### config.mk
export PLATFORM = sky130hd
export DESIGN_NAME = ethrxsched_flat
export DESIGN_NICKNAME = d
export VERILOG_FILES = /design/src/rtl/ethrxsched_if.sv /design/src/rtl/ethrxsched.sv /design/src/flat_wrapper.sv
export SDC_FILE = /design/constraint.sdc
export NUM_CORES = 1
export LEC_CHECK = 0
export BUFFER_PORTS_ARGS = -buffer_cell sky130_fd_sc_hd__buf_2
export CAP_MARGIN = 20
export CORE_UTILIZATION = 40
export CTS_BUF_LIST = sky130_fd_sc_hd__clkbuf_4 sky130_fd_sc_hd__clkbuf_8
export DETAILED_ROUTE_END_ITERATION = 8
export PLACE_DENSITY = 0.67
export SYNTH_ARGS = -nofsm -noshare
export SYNTH_HDL_FRONTEND = slang
export SYNTH_SLANG_ARGS = --single-unit
### constraint.sdc
create_clock -name clk -period 2.33 [get_ports clk]
set_input_delay 0.233 -clock clk [delete_from_list [all_inputs] [get_ports clk]]
set_output_delay 0.233 -clock clk [all_outputs]
set_load 0.02 [all_outputs]
### src/rtl/ethrxsched_if.sv
// Receive-scheduler bus: receiver handshake plus host-side frame queue head.
// master = scheduler side, slave = receiver/host side.
interface ethrxsched_if;
   logic        rxrdy;
   logic [10:0] rxcntb;
   logic        err_gen;
   logic        err_crc;
   logic        rxena;
   logic        rxdone;
   logic        rxbank;
   logic        hrdy;
   logic        hbank;
   logic [10:0] hlen;
   logic [2:0]  hstat;
   logic        hack;

   modport master (
      input  rxrdy, rxcntb, err_gen, err_crc, hack,
      output rxena, rxdone, rxbank, hrdy, hbank, hlen, hstat
   );

   modport slave (
      output rxrdy, rxcntb, err_gen, err_crc, hack,
      input  rxena, rxdone, rxbank, hrdy, hbank, hlen, hstat
   );
endinterface

### src/rtl/ethrxsched.sv
// Two-bank receive scheduler: arms the receiver, captures frames, queues them for the host.
// Optional RXDROPERR_EN: errored frames are acknowledged but discarded, their bank reused.
module ethrxsched #(
   parameter logic [10:0] MINLEN = 11'd60,
   parameter int unsigned MISSW  = 8
) (
   input  logic             clk,
   input  logic             clr,
   input  logic             renable,
   input  logic             rxdv,
   input  logic             mclr,
   ethrxsched_if.master     bus,
   output logic [MISSW-1:0] missed
);

   typedef enum logic {StArm, StAck} state_t;

   state_t            state_q, state_d;
   logic              wbank_q, wbank_d;
   logic              hbank_q, hbank_d;
   logic [1:0]        full_q, full_d;
   logic [1:0][10:0]  len_q, len_d;
   logic [1:0][2:0]   stat_q, stat_d;
   logic              keep_q, keep_d;
   logic              rxena_q, rxena_d;
   logic              rxdone_q, rxdone_d;
   logic              rxdv_q;
   logic [MISSW-1:0]  missed_q, missed_d;
   logic              store;
   logic              frame_err;

   always_comb begin
      state_d   = state_q;
      wbank_d   = wbank_q;
      hbank_d   = hbank_q;
      full_d    = full_q;
      len_d     = len_q;
      stat_d    = stat_q;
      keep_d    = keep_q;
      missed_d  = missed_q;
      frame_err = bus.err_gen | bus.err_crc;
`ifdef RXDROPERR_EN
      store     = ~full_q[wbank_q] & ~frame_err;
`else
      store     = ~full_q[wbank_q];
`endif

      // hack only ever frees hbank; a capture in the same cycle targets the other bank
      if (bus.hack && full_q[hbank_q]) begin
         full_d[hbank_q] = 1'b0;
         hbank_d         = ~hbank_q;
      end

      unique case (state_q)
         StArm: begin
            if (bus.rxrdy) begin
               state_d = StAck;
               keep_d  = store;
               if (store) begin
                  full_d[wbank_q] = 1'b1;
                  len_d[wbank_q]  = bus.rxcntb;
                  stat_d[wbank_q] = {bus.rxcntb < MINLEN, bus.err_gen, bus.err_crc};
               end
            end
         end
         StAck: begin
            if (!bus.rxrdy) begin
               state_d = StArm;
               // a dropped frame leaves the write bank in place for reuse
               if (keep_q) wbank_d = ~wbank_q;
            end
         end
         default: state_d = StArm;
      endcase

      rxena_d  = (state_d == StArm) & renable & ~full_d[wbank_d];
      rxdone_d = (state_d == StAck);

      if (mclr) begin
         missed_d = '0;
      end else if ((&full_q) && rxdv && !rxdv_q && !(&missed_q)) begin
         missed_d = missed_q + {{(MISSW-1){1'b0}}, 1'b1};
      end
   end

   always_ff @(posedge clk or posedge clr) begin
      if (clr) begin
         state_q  <= StArm;
         wbank_q  <= 1'b0;
         hbank_q  <= 1'b0;
         full_q   <= '0;
         len_q    <= '0;
         stat_q   <= '0;
         keep_q   <= 1'b0;
         rxena_q  <= 1'b0;
         rxdone_q <= 1'b0;
         rxdv_q   <= 1'b0;
         missed_q <= '0;
      end else begin
         state_q  <= state_d;
         wbank_q  <= wbank_d;
         hbank_q  <= hbank_d;
         full_q   <= full_d;
         len_q    <= len_d;
         stat_q   <= stat_d;
         keep_q   <= keep_d;
         rxena_q  <= rxena_d;
         rxdone_q <= rxdone_d;
         rxdv_q   <= rxdv;
         missed_q <= missed_d;
      end
   end

   assign bus.rxena  = rxena_q;
   assign bus.rxdone = rxdone_q;
   assign bus.rxbank = wbank_q;
   assign bus.hrdy   = full_q[hbank_q];
   assign bus.hbank  = hbank_q;
   assign bus.hlen   = len_q[hbank_q];
   assign bus.hstat  = stat_q[hbank_q];
   assign missed     = missed_q;

endmodule

### src/flat_wrapper.sv
// flat-port wrapper written by rule: the top's interface ports become plain ports
module ethrxsched_flat 
#(
   parameter logic [10:0] MINLEN = 11'd60,
   parameter int unsigned MISSW  = 8
)
  (clk, clr, renable, rxdv, mclr, missed, bus_rxrdy, bus_rxcntb, bus_err_gen, bus_err_crc, bus_hack, bus_rxena, bus_rxdone, bus_rxbank, bus_hrdy, bus_hbank, bus_hlen, bus_hstat);
  ethrxsched_if bus_i ();
  input  logic clk;
  input  logic clr;
  input  logic renable;
  input  logic rxdv;
  input  logic mclr;
  output logic [MISSW-1:0] missed;
  input wire logic [$bits(bus_i.rxrdy)-1:0] bus_rxrdy;
  input wire logic [$bits(bus_i.rxcntb)-1:0] bus_rxcntb;
  input wire logic [$bits(bus_i.err_gen)-1:0] bus_err_gen;
  input wire logic [$bits(bus_i.err_crc)-1:0] bus_err_crc;
  input wire logic [$bits(bus_i.hack)-1:0] bus_hack;
  output wire logic [$bits(bus_i.rxena)-1:0] bus_rxena;
  output wire logic [$bits(bus_i.rxdone)-1:0] bus_rxdone;
  output wire logic [$bits(bus_i.rxbank)-1:0] bus_rxbank;
  output wire logic [$bits(bus_i.hrdy)-1:0] bus_hrdy;
  output wire logic [$bits(bus_i.hbank)-1:0] bus_hbank;
  output wire logic [$bits(bus_i.hlen)-1:0] bus_hlen;
  output wire logic [$bits(bus_i.hstat)-1:0] bus_hstat;
  assign bus_i.rxrdy = bus_rxrdy;
  assign bus_i.rxcntb = bus_rxcntb;
  assign bus_i.err_gen = bus_err_gen;
  assign bus_i.err_crc = bus_err_crc;
  assign bus_i.hack = bus_hack;
  assign bus_rxena = bus_i.rxena;
  assign bus_rxdone = bus_i.rxdone;
  assign bus_rxbank = bus_i.rxbank;
  assign bus_hrdy = bus_i.hrdy;
  assign bus_hbank = bus_i.hbank;
  assign bus_hlen = bus_i.hlen;
  assign bus_hstat = bus_i.hstat;
  ethrxsched #(.MINLEN(MINLEN), .MISSW(MISSW)) u_core (.clk(clk), .clr(clr), .renable(renable), .rxdv(rxdv), .mclr(mclr), .bus(bus_i), .missed(missed));
endmodule
* Word level (Yosys, flattened, before mapping)
Index checks and enable logic that the tools add are counted.
Word-level totals: register bits 44, logic and storage cells 73
Cells by class: multiplexer cells 30, reduce and logical (&&, ||, !) cells 13, bitwise logic cells 11, order comparisons 6, add/sub/neg operators 1
Operators by type and width (number):
- $mux W11 | 3
- $bwmux W22 | 1
- $mux W8 | 2
- $mux W1 | 12
- $demux W11 S1 | 1
- $lt A11 B6 Y1 const B | 1
- $mux W3 | 3
- $add A8 B1 Y8 const B | 1
- $mux W2 | 4
- $reduce_and A8 Y1 | 1
- $bwmux W6 | 1
- $logic_and A1 B1 Y1 | 6
- $lt A1 B2 Y1 const B | 3
- $not A1 Y1 | 6
- $reduce_and A2 Y1 | 2
- $demux W3 S1 | 1
- $reduce_and A3 Y1 | 1
- $and A1 B1 Y1 | 2
- $and A2 B2 Y2 | 1
- $demux W1 S1 | 2
- $ge A1 B1 Y1 const B | 2
- $logic_not A1 Y1 | 2
- $not A2 Y2 | 1
- $or A2 B2 Y2 | 1
- $reduce_bool A2 Y1 | 1

* Logic depth before layout (Yosys ltp)
depth in word-level cells 15, mapped depth 5, mapped depth without buffers 5

* Worst setup path after synthesis
No wires, ideal clock.
path type register to register, start register u_core.state_q, end register u_core.len_q[0] (netlist bit), clock period less this slack 1.580 ns, data arrival time 1.455 ns, buffers on the path 1, slack 0.750 ns, cell stages (with the launch flop) 4, path through dfrtp_1 > nor4b_4 > buf_6 > mux2_2
On the way: longest elaborated chain between the ends 2
RTL lines:
- start: declaration | line ethrxsched.sv:18 | state_t state_q, state_d;
- start signal: assignment | line ethrxsched.sv:88 | state_q <= StArm;
- start signal: assignment | line ethrxsched.sv:100 | state_q <= state_d;
- $not A1 Y1 (no line)
- $reduce_and A3 Y1 (no line)
- end signal: assignment | line ethrxsched.sv:104 | len_q <= len_d;
- end: declaration | line ethrxsched.sv:22 | logic [1:0][10:0] len_q, len_d;
No other way between the ends. A chain may end at the register's enable or synchronous reset.

* Worst setup path after layout
start register u_core.hbank_q (netlist: u_core.bus.hbank), end output port bus_hlen[10]
On the way: longest elaborated chain between the ends 2
RTL lines:
- start: declaration | line ethrxsched.sv:20 | logic hbank_q, hbank_d;
- start signal: assignment | line ethrxsched.sv:102 | hbank_q <= hbank_d;
- $mux W11 (not written as such) (2 in series) | line ethrxsched.sv:119 | assign bus.hlen = len_q[hbank_q];
- end: declaration | line flat_wrapper.sv:25 | output wire logic [$bits(bus_i.hlen)-1:0] bus_hlen;
No other way between the ends. The select of a mux whose other input is x is not followed.

==> flow_summary.toml <==
[synth]
avgSynthCellArea_um2 = 13.6
synth_nets = 169
ys_ff_latch = 44
synth_cell_types = 36
synthCells = 148
netlist_area_mm2 = 0.00201
ys_warn_count = 0
ys_seq_area_share_pct = 54.8

[drt]
wl_per_cell_um = 13.8
drt-vias-per-instance = 4.94
vias = 1309
drc = 0
routed_wl_um = 3650
antenna_left = 0
drtIter0Drc = 53
dr.pass1.iters = 4

[worst_setup_path]
required_ns = 2.10
crit_fanout = 21
worstSetupPathType = "reg2out"
arrival_ns = 1.76
start_kind = "flop"
cp-end-kind = "output port"

[placement]
port_buffers = 46
dp_hpwl_um = 2580
gp_congestion = 0.728

[floorplan]
die_y_um = 72.9
rows = 25
ios = 47
start_util_pct = 42.0
die_area_mm2 = 0.00531
core_mm2 = 0.00479
die_x_um = 72.9

[grt]
overflow = 0
gr-usage-all-layers_pct = 15.2
antenna_found_initial = 0
grt_pass1_wl_um = 5970
grt_pass1_vias = 1214
grt_start_max_net_pins = 26

[run_status]
status = "finished, final reports clean"

[sta]
min_period_over_period_pct = 85.5
final_max_slew_viol_count = 0
setup_violations = 0
relSlewSlack_pct = 41.3
skew_ns = 0.00294
rsz0062_at_grt = "no"
hold_viol = 0
timing.final.crit_period_ns = 1.99
tightest_slew_ns = 0.875
tns_ns = 0
clock.fmax_mhz = 502
hold_slack_ns = 0.00591

[cts]
cts_sinks = 44
cts_tree = "done"
worstSkewPairLatency_ns = 0.29
cts_max_level = 2
root_buffer = "clkbuf_8"
cts_buffer_depth = 2
numCtsBuffers = 5
holdBufCountCts = 0
cts_setup_buffers = 0
post_cts_resized = 0
cts.reportedPaths.clkPinSlew_ns = 0.08

[power_and_ir_drop]
power.total_mw = 2.89
powerDensity_mw_per_mm2 = 1210
max-vdd-ir-drop_mv = 0.702
p_leak_nw = 1.15

[finish]
seqCellArea_mm2 = 0.00110
final_cell_mix = "buf_2, dfrtp_1, mux2_2"
layout_commonest_cell = "buf_2"
multiInputGateArea_um2 = 846
drive_gt1_share_pct = 52.0
num_antenna_cells = 0
nets = 218
fillerInstances = 449
syn2layout_area_growth_pct = 19.2

[run]
cap_viol_max_count = 0

[hold_path]
hold_class = "in2async"
## where the power goes
group	switching (mW)	internal [mW]
clock	0.239	0.265
sequential	0.221	1.05
combinational	0.535	0.578
total	0.995	1.89
## per-stage QoR
| stage | setup WS [ns] | area [µm²] | util (%) | std cells |
|---|---|---|---|---|
| 6_report | 0.339 | 2400 | 50.1 | 265 |
| 5_1_grt | 0.225 | 2400 | 50.1 | 265 |
| 4_1_cts | 0.307 | 2400 | 50.1 | 265 |
| 3_5_place_dp | 0.638 | 2300 | 48.0 | 257 |
| 3_3_place_gp | 0.656 | 2300 | 48.0 | 257 |
| 2_1_floorplan | 0.750 | 2010 | - | 148 |
## critical path: stages, from the launching register on
cell	delay [ns]
dfrtp_1	0.88
mux2_2	0.42
buf_2	0.16
## layout make-up
| type | count | area share, % |
|---|---|---|
| sequential | 44 | 46.0 |
| multi-input combinational | 93 | 35.3 |
| timing repair buffer | 49 | 10.5 |
| clock buffer | 8 | 4.07 |
| tap | 67 | 3.50 |
| inverter | 4 | 0.627 |
## state kept, by name, summed over array words and instances, names as in the netlist
signal             flops
u_core.bus.hbank       1
u_core.len_q          22
u_core.state_q         1
u_core.rxdv_q          1
u_core.bus.rxbank      1
u_core.missed          8
u_core.bus.rxena       1
u_core.full_q          2
u_core.keep_q          1
u_core.stat_q          6
## worst paths after layout
path / start / end / slack, ns / cells after the start
hold / removal: clr / u_core.missed[0] / 0.006 / 2
setup / recovery: u_core.bus.hbank / bus_hlen[10] / 0.34 / 2
setup reg to reg: u_core.state_q / u_core.len_q[17] / 0.72 / 3
max in group asynchronous: clr / u_core.stat_q[4] / 1.62 / 3
hold reg to reg: u_core.keep_q / u_core.keep_q / 0.50 / 1
min in group clk: rxdv / u_core.rxdv_q / 0.07 / 1
## Yosys cell counts
library cell	n	share of area, %
a211o_1	1	0.44
a211oi_1	1	0.37
a21o_1	1	0.37
a21o_2	1	0.44
a21oi_1	1	0.25
a31oi_1	1	0.31
and2_1	2	0.62
and3_1	1	0.31
and3b_1	1	0.44
and4b_2	1	0.56
and4bb_1	1	0.62
buf_1	1	0.19
buf_2	3	0.75
buf_4	1	0.37
buf_6	2	1.1
dfrtp_1	44	55
ha_1	1	0.62
inv_1	4	0.75
mux2_2	41	23
mux2i_1	4	2.0
nand2_1	2	0.37
nand2b_1	2	0.62
nand3_1	2	0.50
nand3b_1	1	0.37
nand4_1	2	0.62
nand4_2	1	0.62
nor2_1	9	1.7
nor2b_1	1	0.31
nor3_1	2	0.50
nor4b_4	1	1.2
o2111ai_1	2	0.87
o211ai_1	1	0.37
o211ai_2	1	0.62
o21ai_0	2	0.50
xnor2_1	1	0.44
xor2_1	5	2.2
## per-layer routing
layer | GRT usage (%) | vias up | share of wire, %
li1 | - | 625 | -
met1 | 21.1 | 649 | 48
met2 | 23.3 | 31 | 46
met3 | 4.56 | 4 | 4.5
met4 | 3.92 | 0 | 0.82
met5 | 0 | - | 0
## kinds of logic after synthesis
group / share of synthesized area (%)
buffers and inverters: 3.17
muxes: 25.0
and+or+nand+nor: 9.33
AOI/OAI and AO/OA: 4.54
DFF: 54.8
adders and majority gates: 0.622
xor gates and xnor gates: 2.61
No activity file was read; power rests on OpenSTA's default activity.
